--- src/rtl/fft_in_pack8_if.sv ---
// rtl/fft_in_pack8_if.sv - sample stream in, packed 8-vector out, for the FFT input packer
// The master side feeds samples and accepts vectors; the slave side is the packer itself.
interface fft_in_pack8_if #(
    parameter int DATA_INP_WD = 16
);
    logic                       val_i;
    logic                       rdy_o;
    logic                       sop_i;
    logic                       flush_i;
    logic [DATA_INP_WD-1:0]     dat_re_i;
    logic [DATA_INP_WD-1:0]     dat_im_i;
    logic                       val_o;
    logic                       rdy_i;
    logic [8*DATA_INP_WD-1:0]   dat_fft_re_o;
    logic [8*DATA_INP_WD-1:0]   dat_fft_im_o;
    logic                       drop_o;

    modport master (
        output val_i, sop_i, flush_i, dat_re_i, dat_im_i, rdy_i,
        input  rdy_o, val_o, dat_fft_re_o, dat_fft_im_o, drop_o
    );

    modport slave (
        input  val_i, sop_i, flush_i, dat_re_i, dat_im_i, rdy_i,
        output rdy_o, val_o, dat_fft_re_o, dat_fft_im_o, drop_o
    );
endinterface

--- src/rtl/fft_in_pack8.sv ---
// rtl/fft_in_pack8.sv - ping-pong packer writing 8-sample blocks in bit-reversed slot order
// One bank fills from the sample stream while the other is presented to the FFT core.
module fft_in_pack8 #(
    parameter int DATA_INP_WD = 16
) (
    input  logic            clk,
    input  logic            rst,
    fft_in_pack8_if.slave   bus
);
    localparam int W = DATA_INP_WD;

    typedef enum logic {
        FILL = 1'b0,
        PAD  = 1'b1
    } state_t;

    state_t         state;
    logic [1:0]     full;
    logic [1:0]     full_nxt;
    logic           wr_bank;
    logic           rd_bank;
    logic [2:0]     wr_cnt;
    logic [2:0]     cnt_nxt;
    logic           drop_q;
    logic [W-1:0]   bank_re [2][8];
    logic [W-1:0]   bank_im [2][8];

    logic           rdy;
    logic           accept;
    logic           restart;
    logic           wr_en;
    logic           blk_done;
    logic           drain;
    logic           go_pad;
    logic [2:0]     wr_slot;
    logic [W-1:0]   wr_re;
    logic [W-1:0]   wr_im;

    function automatic logic [2:0] bitrev3(input logic [2:0] c);
        return {c[0], c[1], c[2]};
    endfunction

    assign rdy        = !rst && !full[wr_bank] && (state == FILL);
    assign drain      = full[rd_bank] && bus.rdy_i;
    assign bus.rdy_o  = rdy;
    assign bus.val_o  = full[rd_bank];
    assign bus.drop_o = drop_q;

    for (genvar k = 0; k < 8; k++) begin : g_pack
        assign bus.dat_fft_re_o[k*W +: W] = bank_re[rd_bank][k];
        assign bus.dat_fft_im_o[k*W +: W] = bank_im[rd_bank][k];
    end

    // A sop on a partially filled bank restarts it at slot 0; stale slots get overwritten later.
    always_comb begin
        accept   = bus.val_i && rdy;
        restart  = accept && bus.sop_i && (wr_cnt != 3'd0);
        wr_en    = accept || (state == PAD);
        wr_slot  = restart ? 3'd0 : bitrev3(wr_cnt);
        wr_re    = (state == PAD) ? '0 : bus.dat_re_i;
        wr_im    = (state == PAD) ? '0 : bus.dat_im_i;
        blk_done = wr_en && !restart && (wr_cnt == 3'd7);
        if (restart)
            cnt_nxt = 3'd1;
        else if (wr_en)
            cnt_nxt = wr_cnt + 3'd1;
        else
            cnt_nxt = wr_cnt;
        go_pad   = (state == FILL) && bus.flush_i && (cnt_nxt != 3'd0);
        full_nxt = full;
        if (drain)
            full_nxt[rd_bank] = 1'b0;
        if (blk_done)
            full_nxt[wr_bank] = 1'b1;
    end

    always_ff @(posedge clk) begin
        if (rst) begin
            state   <= FILL;
            full    <= 2'b00;
            wr_bank <= 1'b0;
            rd_bank <= 1'b0;
            wr_cnt  <= 3'd0;
            drop_q  <= 1'b0;
            for (int b = 0; b < 2; b++) begin
                for (int s = 0; s < 8; s++) begin
                    bank_re[b][s] <= '0;
                    bank_im[b][s] <= '0;
                end
            end
        end else begin
            full   <= full_nxt;
            wr_cnt <= cnt_nxt;
            drop_q <= restart;
            if (blk_done)
                wr_bank <= ~wr_bank;
            if (drain)
                rd_bank <= ~rd_bank;
            if (wr_en) begin
                bank_re[wr_bank][wr_slot] <= wr_re;
                bank_im[wr_bank][wr_slot] <= wr_im;
            end
            case (state)
                FILL: if (go_pad) state <= PAD;
                PAD:  if (blk_done) state <= FILL;
                default: state <= FILL;
            endcase
        end
    end
endmodule

--- src/flat_wrapper.sv ---
// flat-port wrapper written by rule: the top's interface ports become plain ports
module fft_in_pack8_flat 
#(
    parameter int DATA_INP_WD = 16
)
  (clk, rst, bus_val_i, bus_sop_i, bus_flush_i, bus_dat_re_i, bus_dat_im_i, bus_rdy_i, bus_rdy_o, bus_val_o, bus_dat_fft_re_o, bus_dat_fft_im_o, bus_drop_o);
  fft_in_pack8_if #(.DATA_INP_WD(DATA_INP_WD)) bus_i ();
  input  logic clk;
  input  logic rst;
  input wire logic [$bits(bus_i.val_i)-1:0] bus_val_i;
  input wire logic [$bits(bus_i.sop_i)-1:0] bus_sop_i;
  input wire logic [$bits(bus_i.flush_i)-1:0] bus_flush_i;
  input wire logic [$bits(bus_i.dat_re_i)-1:0] bus_dat_re_i;
  input wire logic [$bits(bus_i.dat_im_i)-1:0] bus_dat_im_i;
  input wire logic [$bits(bus_i.rdy_i)-1:0] bus_rdy_i;
  output wire logic [$bits(bus_i.rdy_o)-1:0] bus_rdy_o;
  output wire logic [$bits(bus_i.val_o)-1:0] bus_val_o;
  output wire logic [$bits(bus_i.dat_fft_re_o)-1:0] bus_dat_fft_re_o;
  output wire logic [$bits(bus_i.dat_fft_im_o)-1:0] bus_dat_fft_im_o;
  output wire logic [$bits(bus_i.drop_o)-1:0] bus_drop_o;
  assign bus_i.val_i = bus_val_i;
  assign bus_i.sop_i = bus_sop_i;
  assign bus_i.flush_i = bus_flush_i;
  assign bus_i.dat_re_i = bus_dat_re_i;
  assign bus_i.dat_im_i = bus_dat_im_i;
  assign bus_i.rdy_i = bus_rdy_i;
  assign bus_rdy_o = bus_i.rdy_o;
  assign bus_val_o = bus_i.val_o;
  assign bus_dat_fft_re_o = bus_i.dat_fft_re_o;
  assign bus_dat_fft_im_o = bus_i.dat_fft_im_o;
  assign bus_drop_o = bus_i.drop_o;
  fft_in_pack8 #(.DATA_INP_WD(DATA_INP_WD)) u_core (.clk(clk), .rst(rst), .bus(bus_i));
endmodule
--- config.mk ---
export PLATFORM = sky130hd
export DESIGN_NAME = fft_in_pack8_flat
export DESIGN_NICKNAME = d
export VERILOG_FILES = /design/src/rtl/fft_in_pack8_if.sv /design/src/rtl/fft_in_pack8.sv /design/src/flat_wrapper.sv
export SDC_FILE = /design/constraint.sdc
export NUM_CORES = 1
export LEC_CHECK = 0
export BUFFER_PORTS_ARGS = -buffer_cell sky130_fd_sc_hd__buf_2
export CAP_MARGIN = 20
export CORE_ASPECT_RATIO = 0.5
export CORE_MARGIN = 8
export CORE_UTILIZATION = 42
export DETAILED_ROUTE_END_ITERATION = 7
export PLACE_DENSITY = 0.62
export SYNTH_ARGS = -nofsm -noshare
export SYNTH_HDL_FRONTEND = slang
export SYNTH_SLANG_ARGS = --single-unit
--- constraint.sdc ---
create_clock -name clk -period 2.5 [get_ports clk]
set_input_delay 0.25 -clock clk [delete_from_list [all_inputs] [get_ports clk]]
set_output_delay 0.25 -clock clk [all_outputs]
set_load 0.02 [all_outputs]
==> impl_metrics.json, run 1 <==
{
  "outcome": "complete, no violations",
  "finalMaxSlewViolations": 0,
  "clock-skew-final_ns": 0.01612,
  "vdd_drop_max_v": 0.0004934,
  "globalRouteOverflowTotal": 0,
  "ys_top_cells_by_area": "edfxtp_1, mux2_2, nor2_1",
  "worst-endpoint-arrival_ns": 2.65,
  "report.final.setup_viol": 0,
  "power_density_nw_per_um2": 776.3,
  "htree_levels": 2,
  "fin_area_um2": 25290,
  "number_of_vias_per_cell": 5.187,
  "postCtsResizedCells": 0,
  "detailed_place.area_um2": 23670,
  "placement.io_buffers": 296,
  "syn-cell-area_um2": 20810,
  "final.fill_count": 3982,
  "ioPinCount": 297,
  "nature_of_the_critical_path_endpoint": "flip-flop",
  "finalPower_w": 0.01964,
  "routed-via-count": 12130,
  "drt-total-wl_mm": 56.99,
  "setup_tns_ns": 0,
  "drt_iter0_markers": 1100,
  "dominantRegCellSynth": "edfxtp_1",
  "grt_usage": 0.1941,
  "number_of_antenna_violations_at_the_first_check_in_global_routing": 0,
  "synth_edf_count": 512,
  "tritoncts": "done",
  "clock-sinks": 522,
  "grt_pass1_vias": 12720,
  "cts_root_buffer": "clkbuf_16",
  "yosys.cell_types.count": 42,
  "crit_path_start_kind": "flip-flop",
  "ys_ff_latch": 522,
  "yosysSeqAreaShare": 0.7483,
  "fp.dieArea_um2": 57360,
  "die_h_um": 173.4,
  "p_leak_nw": 9.840,
  "mapped_avg_cell_area_um2": 16.21,
  "cap_violations": 0,
  "synth_fp_nets": 1325,
  "clk-insertion-delay-late_ns": 0.57,
  "synth.yosys.warnings": 0,
  "final.period_utilization": 0.9483,
  "finalNetCount": 1694,
  "worst-slew-pin-transition_ns": 1.031,
  "postRouteAntennaNets": 0,
  "ys_top_cells_by_count": "edfxtp_1, nor2_1, mux2_2",
  "gp_congestion": 0.8107,
  "clockBufferDepth": 3,
  "path_clk_slew_ns": 0.06,
  "wl_per_cell_um": 24.36,
  "effective_utilization_at_floorplan": 0.4273,
  "peak_fanout_along_the_critical_path": 32,
  "dp.final_hpwl_mm": 38.36,
  "drc": 0,
  "die_w_um": 330.8,
  "min-delay-path-class": "in2reg",
  "final-hold-violation-count": 0,
  "dominant_cell_by_count_in_the_synthesized_netlist": "edfxtp_1",
  "grt_max_degree": 83,
  "required_ns": 2.78,
  "post-route-min-period_ns": 2.371,
  "fp-row-count": 57,
  "firstDrtPassIters": 5,
  "synth_top_cell_by_area": "edfxtp_1",
  "post-synth-top-area-fraction": 0.7387,
  "drive_above_1_share": 0.4456,
  "max_clock_freq_ghz": 0.4218,
  "cts-buffers-inserted": 48,
  "n_antenna_cell": 0,
  "relSlewSlack": 0.3127,
  "first_pass_grt_wire_length_mm": 83.34,
  "rsz0062_at_grt": "no",
  "critical_path_class": "reg2reg",
  "gate_count_post_synth": 1284,
  "floorplan.core_area_um2": 48710,
  "area_growth_pct": 21.53,
  "synth_async_sr_flop_share": 0
}
-- sequential cells by signal, summed over array words and instances (netlist names), named ones only --
signal             flops
u_core.full            2
u_core.rd_bank         1
u_core.wr_cnt          3
u_core.wr_bank         1
u_core.bank_im       256
u_core.bank_re       256
u_core.state           1
u_core.bus.drop_o      1
-- worst max-delay path, cell delays in order, from the launching register on --
cell and delay [ns]:
dfxtp_1 0.42, inv_1 0.14, ha_1 0.21, nand2b_1 0.11, nand4_2 0.12, buf_4 0.18
and3_1 0.25, nand2_4 0.10, buf_4 0.45, nor2_1 0.10
-- through the flow --
| step | hold slack (ns) | util | cells | setup WS, ns |
|---|---|---|---|---|
| floorplan | 0.3738 | - | 1284 | 0.009259 |
| global placement | 0.5054 | 0.4859 | 2244 | 0.2399 |
| detailed placement | 0.5247 | 0.4859 | 2244 | 0.1599 |
| CTS | 0.07625 | 0.5183 | 2333 | 0.05609 |
| global route | 0.1063 | 0.5193 | 2339 | 0.03464 |
| finish | 0.09248 | 0.5193 | 2339 | 0.1293 |
-- routing by layer --
layer,vias up,wire length [um],track usage
met5,-,0,0
met2,388,30430,0.3539
met3,103,2956,0.02824
met4,0,1897,0.06500
li1,5410,-,-
met1,6231,21710,0.2335
-- layout make-up --
| type | instances | area, um^2 | share of cell area |
|---|---|---|---|
| multi-input combinational | 658 | 4751 | 0.1878 |
| sequential | 522 | 15580 | 0.6159 |
| clock buffer | 59 | 1264 | 0.04996 |
| tap | 649 | 812.0 | 0.03210 |
| timing repair buffer | 384 | 2447 | 0.09676 |
| clock inverter | 28 | 294.0 | 0.01163 |
| inverter | 39 | 146.4 | 0.005788 |
-- layout by cell type (no fill, tap or decap), types with 2 or more instances in the layout --
master,count
clkinv_1,9
a21oi_1,5
nor3_1,3
clkbuf_1,10
bufinv_16,6
clkbuf_16,49
inv_6,3
edfxtp_1,512
dfxtp_1,9
ha_1,3
inv_1,39
o21ai_0,7
a21o_2,2
buf_4,62
nand2_1,40
buf_2,296
nand2_4,3
dlygate4sd3_1,2
nor2_2,20
a31o_2,3
a311oi_1,2
buf_12,24
clkinv_2,9
nor2_1,274
a211oi_1,3
a32oi_1,3
and3_1,2
mux2_2,257
nand2b_1,3
nand2b_2,9
-- kinds of logic (layout without fill, tap and decap cells) --
group	count (synthesis)	count (layout)	share of synthesized area
DFF	522	522	0.7483
AOI/OAI and AO/OA	32	32	0.01148
and+or+nand+nor	365	365	0.07395
adders and majority gates	3	3	0.001804
muxes	258	258	0.1395
buffers and inverters	104	510	0.02489
-- worst paths after layout --
kind | start | end | slack [ns] | depth (start not counted)
worst max-delay path | u_core.wr_cnt[1] | u_core.bank_re[0][4] | 0.13 | 9
worst min-delay path | bus_dat_re_i[1] | u_core.bank_re[1][113] | 0.09 | 3
worst max register to register | u_core.wr_cnt[1] | u_core.bank_re[0][4] | 0.13 | 9
worst min register to register | u_core.full[0] | u_core.full[0] | 0.53 | 2
-- what timing repair did --
item / in CTS / in global routing
hold buffers: 2 / 0
setup endpoints to repair: 0 / 1
hold endpoints to repair: 3 / 0
setup buffers: 0 / 6
-- power breakdown --
part / leakage, nW / switching, W / internal, W
clock: 0.767 / 0.00312 / 0.00422
sequential: 5.37 / 0.000141 / 0.0102
combinational: 3.71 / 0.00135 / 0.000597
Note: power is estimated with default switching activity, not from simulation.
==> run 2, diff against run 1 <==
--- a/config.mk
+++ b/config.mk
@@ -11,7 +11,7 @@
 export CORE_MARGIN = 8
 export CORE_UTILIZATION = 42
 export DETAILED_ROUTE_END_ITERATION = 7
-export PLACE_DENSITY = 0.62
+export PLACE_DENSITY_LB_ADDON = 0.1
 export SYNTH_ARGS = -nofsm -noshare
 export SYNTH_HDL_FRONTEND = slang
 export SYNTH_SLANG_ARGS = --single-unit
==> run 2 against run 1 <==
  * Sequential share of layout area is 0.43 points higher
  * Total power grew 0.29%
  * Routed wire length grew 3.8%
  * Sequential power hardly changed
  * Core utilization fell by 0.36 points
  * First-iteration DRC count is 6.7% lower
  * Die area did not move
  * Clock power grew 1%
  * Fmax down 1.5%
  * Combinational power barely moved
  * Critical path type is now reg2out
  * Largest cell class unchanged
  * Highest routed layer is now met5
==> impl_metrics.json, run 2 (synthesis gave the netlist of run 1 again) <==
{
  "fp.dieArea_um2": 57360,
  "clock-skew-final_ns": 0.02037,
  "fin_area_um2": 25120,
  "final.fill_count": 4058,
  "crit_path_cell_trace": "buf_4 -> mux2_2 -> buf_2",
  "number_of_vias_per_cell": 5.149,
  "ioPinCount": 297,
  "clk-insertion-delay-late_ns": 0.58,
  "firstDrtPassIters": 5,
  "cpMaxStageDelayCell": "dfxtp_4",
  "number_of_antenna_violations_at_the_first_check_in_global_routing": 1,
  "critical_path_buf_inv_count": 2,
  "gp_congestion": 0.8635,
  "report.final.setup_viol": 0,
  "cts_setup_buffers": 0,
  "setup_tns_ns": 0,
  "crit_path_start_kind": "flip-flop",
  "placement.io_buffers": 296,
  "drt_iter0_markers": 1026,
  "finalMaxSlewViolations": 0,
  "finalPower_w": 0.01969,
  "drive_above_1_share": 0.4407,
  "grt_usage": 0.2025,
  "mostFrequentLayoutCell": "edfxtp_1",
  "globalRouteOverflowTotal": 0,
  "required_ns": 2.25,
  "wl_per_cell_um": 25.51,
  "worst-endpoint-arrival_ns": 2.16,
  "finalNetCount": 1676,
  "relSlewSlack": 0.5527,
  "n_antenna_cell": 0,
  "power.clock.fraction": 0.376,
  "clock-sinks": 522,
  "peak_fanout_along_the_critical_path": 22,
  "p_leak_nw": 9.729,
  "grt_pass1_vias": 12620,
  "netSwitchingPower_w": 0.004713,
  "cap_violations": 0,
  "combPwrFrac": 0.098,
  "postRouteAntennaNets": 0,
  "area_growth_pct": 20.68,
  "floorplan.core_area_um2": 48710,
  "critical_path_class": "reg2out",
  "worst_path_dominant_cell_family": "buffers and inverters",
  "post-route-min-period_ns": 2.406,
  "worst_hold_slack_ns": 0.1307,
  "nature_of_the_critical_path_endpoint": "output pin",
  "drc": 0,
  "path_clk_slew_ns": 0.07,
  "vdd_drop_max_v": 0.0005099,
  "routed-via-count": 11940,
  "outcome": "complete, no violations",
  "seqPwrFrac": 0.525,
  "power_density_nw_per_um2": 784.0,
  "min-delay-path-class": "in2reg",
  "effective_utilization_at_floorplan": 0.4273,
  "max_clock_freq_ghz": 0.4156,
  "grt_max_degree": 64,
  "cts_root_buffer": "clkbuf_16",
  "clockBufferDepth": 3,
  "final-hold-violation-count": 0,
  "die_w_um": 330.8,
  "die_h_um": 173.4,
  "fp-row-count": 57,
  "largestRegisters": "u_core.bank_im x256, u_core.bank_re x256, u_core.wr_cnt x3",
  "power.switching_fraction": 0.2393,
  "rsz0062_at_grt": "no",
  "htree_levels": 2,
  "dp.final_hpwl_mm": 39.13,
  "worst-slew-pin-transition_ns": 0.6650,
  "tritoncts": "done",
  "final.period_utilization": 0.9624,
  "crit_path_max_incr_delay_ns": 0.57,
  "cts-buffers-inserted": 47,
  "first_pass_grt_wire_length_mm": 86.34,
  "detailed_place.area_um2": 23540,
  "drt-total-wl_mm": 59.16,
  "layout_common_cells": "edfxtp_1, buf_2, nor2_1",
  "cellInternalPower_w": 0.01498
}
[run 2: changes by cell type in the layout (fill, tap and decap cells not counted), moves of 2 or more]
cell      delta
buf_12       -4
buf_4       -14
clkinv_2     -2
inv_6        -3
nand2_1      -2
nand2_2      +2
[run 2: repair_timing]
item | CTS | global route
resized for setup | 0 | 2
setup endpoints to repair | 0 | 13
hold endpoints to repair | 3 | 0
hold buffers | 2 | 0
[run 2: through the flow]
| step | setup WS (ns) | util | cells |
|---|---|---|---|
| floorplan | 0.009259 | - | 1284 |
| global placement | 0.2205 | 0.4833 | 2233 |
| detailed placement | 0.1845 | 0.4833 | 2233 |
| CTS | 0.04242 | 0.5155 | 2319 |
| global route | 0.01666 | 0.5156 | 2319 |
| finish | 0.09394 | 0.5156 | 2319 |
[run 2: worst paths after layout]
kind | slack (ns) | to | cells past startpoint | startpoint
worst max-delay path | 0.09 | bus_dat_fft_re_o[61] | 3 | flip-flop
worst min-delay path | 0.13 | u_core.bank_re[0][117] | 3 | bus_dat_re_i[5]
worst max register to register | 0.15 | u_core.bank_im[0][66] | 8 | u_core.wr_cnt[0]
worst min register to register | 0.58 | u_core.full[0] | 2 | u_core.full[0]
[run 2: worst reg2reg max path, cell delays in order (launching register included)]
cell and delay [ns]:
dfxtp_1 0.46, inv_1 0.10, ha_1 0.22, nand2b_1 0.11, nand4_2 0.24, and3_1 0.36
nand2_4 0.18, buf_4 0.32, nor2_1 0.10
[run 2: power groups by stage]
stage                     combinational (W)  sequential [W]  clock [W]
final                               0.00194          0.0103    0.00741
after detailed placement            0.00197          0.0105          0
after global placement              0.00195          0.0105          0
after global routing                0.00206          0.0104    0.00788
after CTS                           0.00197          0.0103    0.00754
after floorplan                     0.00107          0.0105          0
[run 2: area by class of cell]
| type | count | area, um^2 | share of cell area |
|---|---|---|---|
| Inverter | 39 | 146.4 | 0.005828 |
| Sequential cell | 522 | 15580 | 0.6203 |
| Tap cell | 649 | 812.0 | 0.03233 |
| Timing Repair Buffer | 367 | 2273 | 0.09052 |
| Multi-Input combinational cell | 658 | 4762 | 0.1896 |
| Clock inverter | 25 | 280.3 | 0.01116 |
| Clock buffer | 59 | 1264 | 0.05031 |
[run 2: routing by layer]
layer | share of wire | vias up | wire length [um] | global-route usage
li1 | - | 5374 | - | -
met1 | 0.40 | 6196 | 23750 | 0.2512
met2 | 0.54 | 291 | 31680 | 0.3722
met3 | 0.044 | 77 | 2580 | 0.02995
met4 | 0.019 | 2 | 1131 | 0.04212
met5 | 0.00017 | - | 10 | 0
==> run 3, diff against run 2 <==
==> constraint.sdc (replaced) <==
create_clock -name clk -period 2.5 [get_ports clk]
set_input_delay 0.5 -clock clk [delete_from_list [all_inputs] [get_ports clk]]
set_output_delay 0.5 -clock clk [all_outputs]
set_load 0.02 [all_outputs]
==> run 3 against run 2 <==
  * Global-route usage is 0.38 points higher
  * Core utilization is 1.6 points higher
  * Critical path type unchanged
  * Hold slack better by 0.076 ns
  * Clock skew is 0.012 ns lower
  * Clock power down 2%
  * First-iteration DRC count increased by 17%
  * Die area is the same
  * Sequential share of layout area down 1.8 points
  * Final area grew 3.1%
  * Non-clock buffer count increased by 33
  * Total power shrank 0.34%
  * Critical endpoint is now bus_dat_fft_re_o[28]
==> impl_metrics.json, run 3 (synthesis gave the netlist of run 1 again) <==
{
  "finalNetCount": 1710,
  "die_h_um": 173.4,
  "globalRouteOverflowTotal": 0,
  "final.fill_count": 4028,
  "crit_path_max_incr_delay_ns": 0.38,
  "fin_area_um2": 25880,
  "relSlewSlack": 0.5506,
  "clock-sinks": 522,
  "dp.final_hpwl_mm": 39.64,
  "post-route-min-period_ns": 2.499,
  "peak_fanout_along_the_critical_path": 12,
  "setup.reg_to_reg.worst_slack_ns": 0.13,
  "min-delay-path-class": "in2reg",
  "postRouteAntennaNets": 0,
  "report.final.setup_viol": 0,
  "layout_common_cells": "edfxtp_1, nor2_1, buf_2",
  "cts_root_buffer": "clkbuf_16",
  "cts-buffers-inserted": 48,
  "crit_path_cell_trace": "buf_12 -> buf_16 -> buf_12 -> mux2_2 -> buf_4",
  "worst_path_dominant_cell_family": "buffers and inverters",
  "routed-via-count": 12230,
  "worst_hold_slack_ns": 0.2072,
  "max_clock_freq_ghz": 0.4002,
  "largestRegisters": "u_core.bank_im x256, u_core.bank_re x256, u_core.wr_cnt x3",
  "detailed_place.area_um2": 23780,
  "htree_levels": 2,
  "fp-row-count": 57,
  "clock-skew-final_ns": 0.008861,
  "drive_above_1_share": 0.4502,
  "p_leak_nw": 10.10,
  "clk-insertion-delay-late_ns": 0.57,
  "number_of_vias_per_cell": 5.190,
  "drt_iter0_markers": 1199,
  "outcome": "complete, no violations",
  "power_density_nw_per_um2": 758.2,
  "worst-endpoint-arrival_ns": 2.00,
  "ioPinCount": 297,
  "required_ns": 2.00,
  "cp_common_cell": "buf_12",
  "cap_violations": 0,
  "rsz0062_at_grt": "yes",
  "worst-slew-pin-transition_ns": 0.6742,
  "grt_pass1_vias": 12790,
  "cpMaxStageDelayCell": "dfxtp_4",
  "wl_per_cell_um": 26.26,
  "final_util": 0.5314,
  "finalMaxSlewViolations": 0,
  "drt-total-wl_mm": 61.88,
  "crit_path_start_kind": "flip-flop",
  "drc": 0,
  "number_of_antenna_violations_at_the_first_check_in_global_routing": 0,
  "die_w_um": 330.8,
  "nature_of_the_critical_path_endpoint": "output pin",
  "first_pass_grt_wire_length_mm": 87.82,
  "fp.dieArea_um2": 57360,
  "tritoncts": "done",
  "area_growth_pct": 24.37,
  "gp_congestion": 0.8284,
  "final.period_utilization": 0.9996,
  "final-hold-violation-count": 0,
  "mostFrequentLayoutCell": "edfxtp_1",
  "vdd_drop_max_v": 0.0004649,
  "clockBufferDepth": 3,
  "critical_path_buf_inv_count": 4,
  "grt_usage": 0.2062,
  "n_antenna_cell": 0,
  "grt_max_degree": 72,
  "cts_hold_repair.buffers": 0,
  "placement.io_buffers": 296,
  "floorplan.core_area_um2": 48710,
  "effective_utilization_at_floorplan": 0.4273,
  "critical_path_class": "reg2out",
  "firstDrtPassIters": 5,
  "path_clk_slew_ns": 0.07
}
run 3: cell count changes in the layout (fill, tap and decap cells not counted), sizes merged:
cell | before | now
clkinv | 17 | 21
clkbuf | 59 | 70
clkinvlp | 1 | 0
buf | 365 | 393
dlygate4sd3 | 2 | 0
bufinv | 6 | 4
run 3: metrics by stage:
stage	cells	setup WS [ns]	power [W]	TNS (ns)
final	2357	0.001096	0.01963	0
after floorplan	1284	0.007093	0.01155	0
after global routing	2357	-0.03938	0.02021	-0.5686
after CTS	2342	-0.07839	0.01975	-5.212
after detailed placement	2253	0.06319	0.01252	0
after global placement	2253	0.09719	0.01248	0
run 3: worst paths after layout:
path               startpoint               endpoint  cells past startpoint
max                 flip-flop   bus_dat_fft_re_o[28]                      5
min                 bus_rdy_i              flip-flop                      2
max reg2reg  u_core.wr_cnt[1]  u_core.bank_im[0][50]                      8
min reg2reg    u_core.full[0]         u_core.full[0]                      2
run 3: repair_timing:
| action | 4_1_cts | 5_1_grt |
|---|---|---|
| buffers inserted | 0 | 8 |
| gates cloned | 0 | 7 |
| endpoints found under the setup margin | 174 | 216 |
| gates resized for setup | 60 | 39 |
run 3: power by group:
group | switching [W] | total [W] | internal (W)
clock | 0.00325 | 0.00727 | 0.00402
sequential | 0.000160 | 0.0104 | 0.0102
combinational | 0.00137 | 0.00199 | 0.000623
run 3: area by class of cell:
| type | count | area [um^2] | share of cell area |
|---|---|---|---|
| Clock buffer | 63 | 1279 | 0.04940 |
| Clock inverter | 26 | 229.0 | 0.008846 |
| Inverter | 39 | 146.4 | 0.005656 |
| Multi-Input combinational cell | 658 | 4891 | 0.1890 |
| Sequential cell | 522 | 15580 | 0.6019 |
| Tap cell | 649 | 812.0 | 0.03137 |
| Timing Repair Buffer | 400 | 2948 | 0.1139 |
run 3: layer usage:
layer  up-vias  share of wire  track usage
met5         -              0            0
met4         0          0.014      0.03686
met3        74          0.050      0.03245
met2       363           0.53       0.3777
met1      6344           0.40       0.2582
li1       5453              -            -
